[config.mk]
export PLATFORM = sky130hd
export DESIGN_NAME = tron_dir_input
export DESIGN_NICKNAME = d
export VERILOG_FILES = /design/src/rtl/tron_pkg.sv /design/src/rtl/dir_queue.sv /design/src/rtl/tron_dir_input.sv
export SDC_FILE = /design/constraint.sdc
export NUM_CORES = 1
export LEC_CHECK = 0
export CAP_MARGIN = 20
export CORE_MARGIN = 2
export CORE_UTILIZATION = 51
export CTS_BUF_LIST = sky130_fd_sc_hd__clkbuf_8 sky130_fd_sc_hd__clkbuf_16
export CTS_CLUSTER_DIAMETER = 100
export CTS_CLUSTER_SIZE = 20
export DETAILED_ROUTE_END_ITERATION = 16
export HOLD_SLACK_MARGIN = 0.08
export PLACE_DENSITY = 0.78
export RECOVER_POWER = 50
export SYNTH_ARGS = -nofsm -noshare
export SYNTH_HDL_FRONTEND = slang
export SYNTH_SLANG_ARGS = --single-unit
[constraint.sdc]
create_clock -name clk -period 3.55 [get_ports clk]
set_input_delay 0.71 -clock clk [delete_from_list [all_inputs] [get_ports clk]]
set_output_delay 0.71 -clock clk [all_outputs]
set_load 0.1 [all_outputs]
[src/rtl/tron_pkg.sv]
// tron_pkg: shared definitions for the Tron steering input path.
//   dir_t                   2-bit direction (00 down, 01 up, 10 left, 11 right)
//   DIR_*                   direction constants
//   KEY_P0_* / KEY_P1_*     make codes for the two key maps (arrows / WASD)
//   decode_p0 / decode_p1   scan code -> {hit, dir}
package tron_pkg;

  typedef logic [1:0] dir_t;

  localparam dir_t DIR_DOWN  = 2'b00;
  localparam dir_t DIR_UP    = 2'b01;
  localparam dir_t DIR_LEFT  = 2'b10;
  localparam dir_t DIR_RIGHT = 2'b11;

  localparam logic [7:0] KEY_P0_UP    = 8'h75;
  localparam logic [7:0] KEY_P0_DOWN  = 8'h72;
  localparam logic [7:0] KEY_P0_LEFT  = 8'h6B;
  localparam logic [7:0] KEY_P0_RIGHT = 8'h74;

  localparam logic [7:0] KEY_P1_UP    = 8'h1D;
  localparam logic [7:0] KEY_P1_DOWN  = 8'h1B;
  localparam logic [7:0] KEY_P1_LEFT  = 8'h1C;
  localparam logic [7:0] KEY_P1_RIGHT = 8'h23;

  // Returns {hit, dir}; hit=0 for codes outside the arrow-key map.
  function automatic logic [2:0] decode_p0(input logic [7:0] code);
    case (code)
      KEY_P0_UP:    return {1'b1, DIR_UP};
      KEY_P0_DOWN:  return {1'b1, DIR_DOWN};
      KEY_P0_LEFT:  return {1'b1, DIR_LEFT};
      KEY_P0_RIGHT: return {1'b1, DIR_RIGHT};
      default:      return 3'b000;
    endcase
  endfunction

  // Returns {hit, dir}; hit=0 for codes outside the WASD map.
  function automatic logic [2:0] decode_p1(input logic [7:0] code);
    case (code)
      KEY_P1_UP:    return {1'b1, DIR_UP};
      KEY_P1_DOWN:  return {1'b1, DIR_DOWN};
      KEY_P1_LEFT:  return {1'b1, DIR_LEFT};
      KEY_P1_RIGHT: return {1'b1, DIR_RIGHT};
      default:      return 3'b000;
    endcase
  endfunction

endpackage

[src/rtl/dir_queue.sv]
// dir_queue: per-player turn queue and committed direction.
//   clk, reset     clock, synchronous active-high reset
//   push, push_dir candidate turn (filtered here by the acceptance rule)
//   pop            movement step: commit head entry if the queue is non-empty
//   dir            committed direction (INIT after reset)
//   pending        queue non-empty
//   ovf            sticky: an accepted turn was dropped on a full queue
module dir_queue
  import tron_pkg::*;
#(
  parameter int         DEPTH = 4,
  parameter logic [1:0] INIT  = 2'b11
) (
  input  logic clk,
  input  logic reset,
  input  logic push,
  input  dir_t push_dir,
  input  logic pop,
  output dir_t dir,
  output logic pending,
  output logic ovf
);

  localparam int PW = $clog2(DEPTH);
  localparam int CW = PW + 1;

  dir_t          fifo_mem [DEPTH];
  logic [PW-1:0] wr_ptr;
  logic [PW-1:0] rd_ptr;
  logic [PW-1:0] tail_ptr;
  logic [CW-1:0] count;
  dir_t          dir_q;
  logic          ovf_q;

  dir_t ref_dir;
  logic not_empty;
  logic full;
  logic accept;
  logic do_push;
  logic do_pop;

  assign not_empty = (count != '0);
  assign full      = (count == CW'(DEPTH));
  assign tail_ptr  = wr_ptr - PW'(1);

  // New turns are judged against the last queued turn, so a burst of keys
  // within one frame is filtered as if each had already been applied.
  assign ref_dir = not_empty ? fifo_mem[tail_ptr] : dir_q;

  // Differing axis bit rejects both reversals and repeats.
  assign accept  = push && (push_dir[1] != ref_dir[1]);
  assign do_pop  = pop && not_empty;
  // A pop in the same cycle frees a slot, so a full queue can still accept.
  assign do_push = accept && (!full || do_pop);

  always_ff @(posedge clk) begin
    if (reset) begin
      wr_ptr <= '0;
      rd_ptr <= '0;
      count  <= '0;
      dir_q  <= INIT;
      ovf_q  <= 1'b0;
    end else begin
      if (do_push) wr_ptr <= wr_ptr + PW'(1);
      if (do_pop) begin
        rd_ptr <= rd_ptr + PW'(1);
        dir_q  <= fifo_mem[rd_ptr];
      end
      case ({do_push, do_pop})
        2'b10:   count <= count + CW'(1);
        2'b01:   count <= count - CW'(1);
        default: count <= count;
      endcase
      if (accept && !do_push) ovf_q <= 1'b1;
    end
  end

  // Storage needs no reset: entries are only read below the occupancy count.
  always_ff @(posedge clk) begin
    if (do_push) fifo_mem[wr_ptr] <= push_dir;
  end

  assign dir     = dir_q;
  assign pending = not_empty;
  assign ovf     = ovf_q;

endmodule

[src/rtl/tron_dir_input.sv]
// tron_dir_input: keyboard make codes -> per-player queued steering commands.
//   clk, reset            clock, synchronous active-high reset
//   valid                 one-cycle strobe qualifying makeBreak/outCode; there
//                         is no ready: every strobed event is consumed in the
//                         cycle it is presented (no back-pressure)
//   makeBreak, outCode    1 = press; scan code (prefixes stripped)
//   p0_update, p1_update  movement-step strobes, each pops one queued turn
//   p0_dir, p1_dir        committed directions
//   p0_pending, p1_pending, p0_ovf, p1_ovf  queue status
// Build option: TRON_P2_EN enables the WASD player; otherwise player-1
// outputs are constant (P1_INIT, 0, 0).
module tron_dir_input
  import tron_pkg::*;
#(
  parameter int         DEPTH   = 4,
  parameter logic [1:0] P0_INIT = 2'b11,
  parameter logic [1:0] P1_INIT = 2'b10
) (
  input  logic       clk,
  input  logic       reset,
  input  logic       valid,
  input  logic       makeBreak,
  input  logic [7:0] outCode,
  input  logic       p0_update,
  input  logic       p1_update,
  output logic [1:0] p0_dir,
  output logic [1:0] p1_dir,
  output logic       p0_pending,
  output logic       p1_pending,
  output logic       p0_ovf,
  output logic       p1_ovf
);

  logic       press;
  logic [2:0] p0_key;

  assign press  = valid && makeBreak;
  assign p0_key = decode_p0(outCode);

  dir_queue #(.DEPTH(DEPTH), .INIT(P0_INIT)) u_p0_queue (
    .clk      (clk),
    .reset    (reset),
    .push     (press && p0_key[2]),
    .push_dir (p0_key[1:0]),
    .pop      (p0_update),
    .dir      (p0_dir),
    .pending  (p0_pending),
    .ovf      (p0_ovf)
  );

`ifdef TRON_P2_EN
  logic [2:0] p1_key;

  assign p1_key = decode_p1(outCode);

  dir_queue #(.DEPTH(DEPTH), .INIT(P1_INIT)) u_p1_queue (
    .clk      (clk),
    .reset    (reset),
    .push     (press && p1_key[2]),
    .push_dir (p1_key[1:0]),
    .pop      (p1_update),
    .dir      (p1_dir),
    .pending  (p1_pending),
    .ovf      (p1_ovf)
  );
`else
  logic unused_p1_update;

  assign unused_p1_update = p1_update;
  assign p1_dir           = P1_INIT;
  assign p1_pending       = 1'b0;
  assign p1_ovf           = 1'b0;
`endif

endmodule

**After elaboration in Yosys (flattened, before gate mapping)**

Memory sizes are Yosys's and may differ from the RTL's. A register that Yosys moved wholly into a read port is not among the register bits.
Index checks and enable logic that the tools add are counted.

- Word-level logic and storage cells: 34
- Output and inout port bits: 8
- Bits in registers: 8
- Memories kept: 1
- Bits in writable memories: 8

- Reduce and logical (&&, ||, !) cells: 11
- Multiplexer cells: 5
- Add/subtract/negate cells: 5
- Equality and inequality tests: 8

Memory list:

| name | depth | width | read ports | clocked after Yosys merged registers in | write ports | line | source |
|---|---|---|---|---|---|---|---|
| u_p0_queue.fifo_mem | 4 | 2 | 2 | 1 | 1 | dir_queue.sv:27 | `dir_t fifo_mem [DEPTH];` |

Operator list:

| kind | number |
|---|---|
| == test 8 x 7 -> 1 bit (second input constant) | 4 |
| case mux 3 bit (4 select lines) | 1 |
| logical AND 1 bit | 6 |
| case mux 3 bit (2 select lines) | 1 |
| adder 2 x 1 -> 2 bit (second input constant) | 2 |
| adder 3 x 1 -> 3 bit (second input constant) | 1 |
| == test 3 bit (second input constant) | 1 |
| nonzero test 3 bit | 1 |
| subtractor 3 x 1 -> 3 bit (second input constant) | 1 |
| == test 2 x 1 -> 1 bit (second input constant) | 1 |
| == test 2 bit (second input constant) | 1 |
| zero test 1 bit | 2 |
| two-way mux 1 bit | 2 |
| two-way mux 2 bit | 1 |
| nonzero test 2 bit | 1 |
| subtractor 2 x 1 -> 2 bit (second input constant) | 1 |
| logical OR 1 bit | 1 |
| != test 1 bit | 1 |

**Depth between registers and ports, before layout**

An unclocked memory read counts as a cell.

- Word-level depth: 8
- Gate-level depth with buffers: 13

**Hierarchy**

From an unflattened synthesis, not the netlist that was laid out.

- Cell total of the unflattened synthesis: 102
- Area, all modules: 1093.5 µm²

By module, submodules not included:

| module | instances | area an instance (µm²) | cells each | sequential area each (µm²) |
|---|---|---|---|---|
| dir_queue | 1 | 969.7 | 83 | 440.4 |
| tron_dir_input | 1 | 123.9 | 19 | 0.0 |

**Worst setup path after synthesis**

OpenSTA, ideal clock, no wires.

- Path type: register -> register
- From: register u_p0_queue.wr_ptr[0]
- To: register u_p0_queue.count[2]
- Library setup time: 0.071 ns
- Buffers on the path: 0
- Clock period less this slack: 2.841 ns
- Setup slack: 0.709 ns
- Cell stages (with the launch flop): 13
- Arrival time: 2.770 ns
- Cells stage by stage: dfxtp_1 -> inv_1 -> ha_1 -> mux4_2 -> mux2i_4 -> nand3b_1 -> and2_1 -> ha_1 -> inv_1 -> fa_1 -> xor2_1 -> or3_1 -> a21oi_1

- Word-level cells in the longest chain between the ends: 8
- Elaborated cells between the ends (all ways): 10
- Classes of those cells: add/sub: 1; eq/ne: 3; mux: 2; reduce/logical: 3; memory: 1

RTL lines:

| element | line | source |
|---|---|---|
| start: declaration | dir_queue.sv:28 | `logic [PW-1:0] wr_ptr;` |
| start signal: assignment | dir_queue.sv:64 | `if (do_push) wr_ptr <= wr_ptr + PW'(1);` |
| subtractor 2 x 1 -> 2 bit (*) | dir_queue.sv:44 | `assign tail_ptr = wr_ptr - PW'(1);` |
| named net u_p0_queue.tail_ptr[0] | dir_queue.sv:30 | `logic [PW-1:0] tail_ptr;` |
| memory read (4 x 2 bit) (*) | - |  |
| two-way mux 2 bit (*) | dir_queue.sv:48 | `assign ref_dir = not_empty ? fifo_mem[tail_ptr] : dir_q;` |
| != test 1 bit (*) | dir_queue.sv:51 | `assign accept = push && (push_dir[1] != ref_dir[1]);` |
| logical AND 1 bit (*) | dir_queue.sv:51 |  |
| logical AND 1 bit (*) | dir_queue.sv:54 | `assign do_push = accept && (!full \|\| do_pop);` |
| == test 2 x 1 -> 1 bit or == test 2 bit (tied branches) | dir_queue.sv:69 | `case ({do_push, do_pop})` |
| case mux 3 bit (2 select lines) or nonzero test 2 bit (tied branches) | - |  |
| end signal: assignment | dir_queue.sv:70 | `2'b10: count <= count + CW'(1);` |
| end signal: assignment | dir_queue.sv:71 | `2'b01: count <= count - CW'(1);` |
| end signal: assignment | dir_queue.sv:72 | `default: count <= count;` |
| end: declaration | dir_queue.sv:31 | `logic [CW-1:0] count;` |

The timed path passes the listed nets; every way through them passes the cells marked *.
A chain may end at the register's enable or synchronous reset.

**Worst setup path in the final report**

- From: input port p0_update
- To: register u_p0_queue.count[2]

- Word-level cells in the longest chain between the ends: 5
- Elaborated cells between the ends (all ways): 7
- Classes of those cells: eq/ne: 2; mux: 1; reduce/logical: 4

RTL lines:

| element | line | source |
|---|---|---|
| start: declaration | tron_dir_input.sv:24 | `input logic p0_update,` |
| logical AND 1 bit (*) | dir_queue.sv:52 | `assign do_pop = pop && not_empty;` |
| logical OR 1 bit | dir_queue.sv:54 |  |
| logical AND 1 bit | dir_queue.sv:54 |  |
| == test 2 x 1 -> 1 bit or == test 2 bit (tied branches) | dir_queue.sv:69 |  |
| case mux 3 bit (2 select lines) or nonzero test 2 bit (tied branches) | - |  |

Mark *: on every way between the ends. The rest lies on a longest branch, timed or not.

==> flow_metrics.tcl <==
set metrics [dict create \
    vias 886 \
    status "finished clean" \
    ys_warn_count 0 \
    postSynthCellCount 106 \
    tritoncts "yes" \
    required_ps 3740 \
    startpoint "p0_update" \
    pre_cts_slack_ps 215.5 \
    wl_microns 2162 \
    ant_nets 0 \
    cts_setup_buffers 0 \
    placedInstanceArea_sq_um 1321 \
    fp.dieW_microns 51.30 \
    power_density_nw_per_um2 300.5 \
    grt_pass1_wl_microns 3622 \
    cts-resized-gates 0 \
    fin_setup_tns_ps 0 \
    core_sq_um 2170 \
    worstSetupEndpointType "flop" \
    worst_pin_slew_ps 981.3 \
    synth_edf_count 8 \
    ys_seq_area_share_pct 38.60 \
    cts_root_buf "clkbuf_8" \
    min_from "u_p0_queue.ovf" \
    die_area_sq_um 2632 \
    wl_per_cell_microns 14.13 \
    dp_cells 149 \
    area.growth.synth_to_final_pct 19.19 \
    worstReg2RegStart "u_p0_queue.wr_ptr[0]" \
    setup_viol 0 \
    start_kind "input pin" \
    cts_buffers 3 \
    first_global_vias 885 \
    place_hpwl_microns 1721 \
    antenna_found_initial 0 \
    leakagePower_nw 0.5119 \
    arrival_ps 3320 \
    fmax_ghz 0.3194 \
    period_minus_slack_ps 3131 \
    finalNetCount 146 \
    hold_violations 0 \
    fin_skew_ps 1.219 \
    yosysTopAreaCellShare_pct 21.05 \
    core.rowCount 17 \
    max_cap_violations 0 \
    clock_path_buffers 2 \
    synth_commonest_cells "10 x dfxtp_1, 8 x edfxtp_1, 8 x nand2_1, 7 x inv_1, 7 x nor2_1" \
    rsz0062_at_grt "no" \
    hold_buffers 0 \
    yosysUniqueCellTypes 41 \
    drc 0 \
    period_share_pct 88.20 \
    clkSinkCount 18 \
    syn_avg_cell_area_sq_um 10.77 \
    final_layout_size_suffix_gt1_share_pct 12.80 \
    fin_cells 153 \
    grt_max_degree 12 \
    r2r_setup_slack_ps 560 \
    synth_area_sq_um 1141 \
    num_io_pins 22 \
    crit_path_max_fanout 6 \
    cts.clk_slew.worst_paths_ps 70 \
    ys_top_cells_by_area "edfxtp_1 21%, dfxtp_1 18%, mux4_2 5.9%" \
    die-height_microns 51.30 \
    h-tree-depth 1 \
    layout_setup_ws_ps 419.0 \
    overflow 0 \
    slew_viol_final 0 \
    ys.flop_type "dfxtp_1" \
    viasPerCell 5.791 \
    gp_congestion 0.8229 \
    synth-seq-cells 18 \
    ys_async_sr_fraction_pct 0 \
    initial_core_util_pct 52.60 \
    hp-class "reg -> reg" \
    diodes 0 \
    slew_headroom_pct 34.38 \
    grtUsageTotal_pct 18.63 \
    synth.largest_area_cell "edfxtp_1" \
    ir_worst_vdd_uv 200.8 \
    finish.instance_area_sq_um 1360 \
    path_class "in -> reg" \
    io_buffers 16 \
    yosysMostFrequentCell "dfxtp_1" \
    drt_iter0_markers 24 \
    clock_latency_ps 250 \
    firstDrtPassIters 4 \
]
-- worst paths after layout --
| check | endpoint | cells after the start |
|---|---|---|
| min reg2reg | u_p0_queue.ovf | 2 |
| max | u_p0_queue.count[2] | 12 |
| min | u_p0_queue.ovf | 2 |
| max reg2reg | u_p0_queue.count[2] | 13 |
-- registers in the layout, summed over array words and instances (netlist names) --
signal	cells
u_p0_queue.dir	2
u_p0_queue.wr_ptr	2
u_p0_queue.fifo_mem	8
u_p0_queue.rd_ptr	2
u_p0_queue.ovf	1
u_p0_queue.count	3
-- cell type report --
cell class | instances | area [sq um]
Clock buffer | 3 | 41.29
Tap cell | 28 | 35.03
Inverter | 7 | 26.28
Timing Repair Buffer | 19 | 182.7
Fill cell | 188 | 809.5
Multi-Input combinational cell | 77 | 630.6
Sequential cell | 18 | 440.4
Clock inverter | 1 | 3.754
-- layout by cell type, fill, tap and decap left out, drive strengths merged, types with 2 or more instances in the layout --
cell type	n
o2111ai	3
nor2	8
clkbuf	3
nor2b	2
buf	3
nand3	4
ha	5
and3b	2
nand2	8
a21boi	4
inv	7
nand3b	3
clkdlybuf4s50	13
nor3b	3
a21oi	2
xor2	3
edfxtp	8
mux4	3
nand4	5
dlygate4sd3	3
or3	3
conb	4
dfxtp	10
a2111o	2
-- cells by family (layout without fill, tap and decap cells) --
family / after synthesis / in the layout / synth area share, %
mux: 4 / 4 / 7.894
xor+xnor: 4 / 4 / 3.071
fa+ha+maj: 6 / 6 / 7.237
other cells: 2 / 4 / 0.6581
compound gates: 15 / 15 / 10.96
flops: 18 / 18 / 38.60
buf+inv: 13 / 30 / 6.250
simple gates: 44 / 44 / 25.33
-- through the flow --
stage          util (%)  hold slack (ps)  total power [mW]
2_1_floorplan         -            466.0            0.2547
3_3_place_gp      60.90            435.8            0.2686
3_5_place_dp      60.90            459.6            0.2694
4_1_cts           62.98            474.7            0.4143
5_1_grt           62.69            522.9            0.4218
6_report          62.69            473.0            0.4087
-- worst max-delay path: stages --
cell and delay (ps):
dlygate4sd3_1 560, nor4b_1 270, buf_4 200, nor2_4 60
nand4_4 130, and2_1 150, ha_1 190, inv_1 60
fa_1 370, xor2_1 160, or3_1 310, a21oi_1 140
-- report_power, final --
group	leakage, nW	switching, mW	total, mW	internal [mW]
sequential	0.169	0.000262	0.215	0.215
clock	0.0231	0.0676	0.145	0.0770
combinational	0.320	0.0329	0.0491	0.0162
total	0.512	0.101	0.409	0.308
-- routing by layer --
metal,track usage (%),up-vias,wire length [microns]
met1,19.59,424,880
met4,10.09,0,53
met3,4.094,7,122
met2,34.20,34,1107
met5,0,-,0
li1,-,421,-
Power figures use the tool's default switching activity.
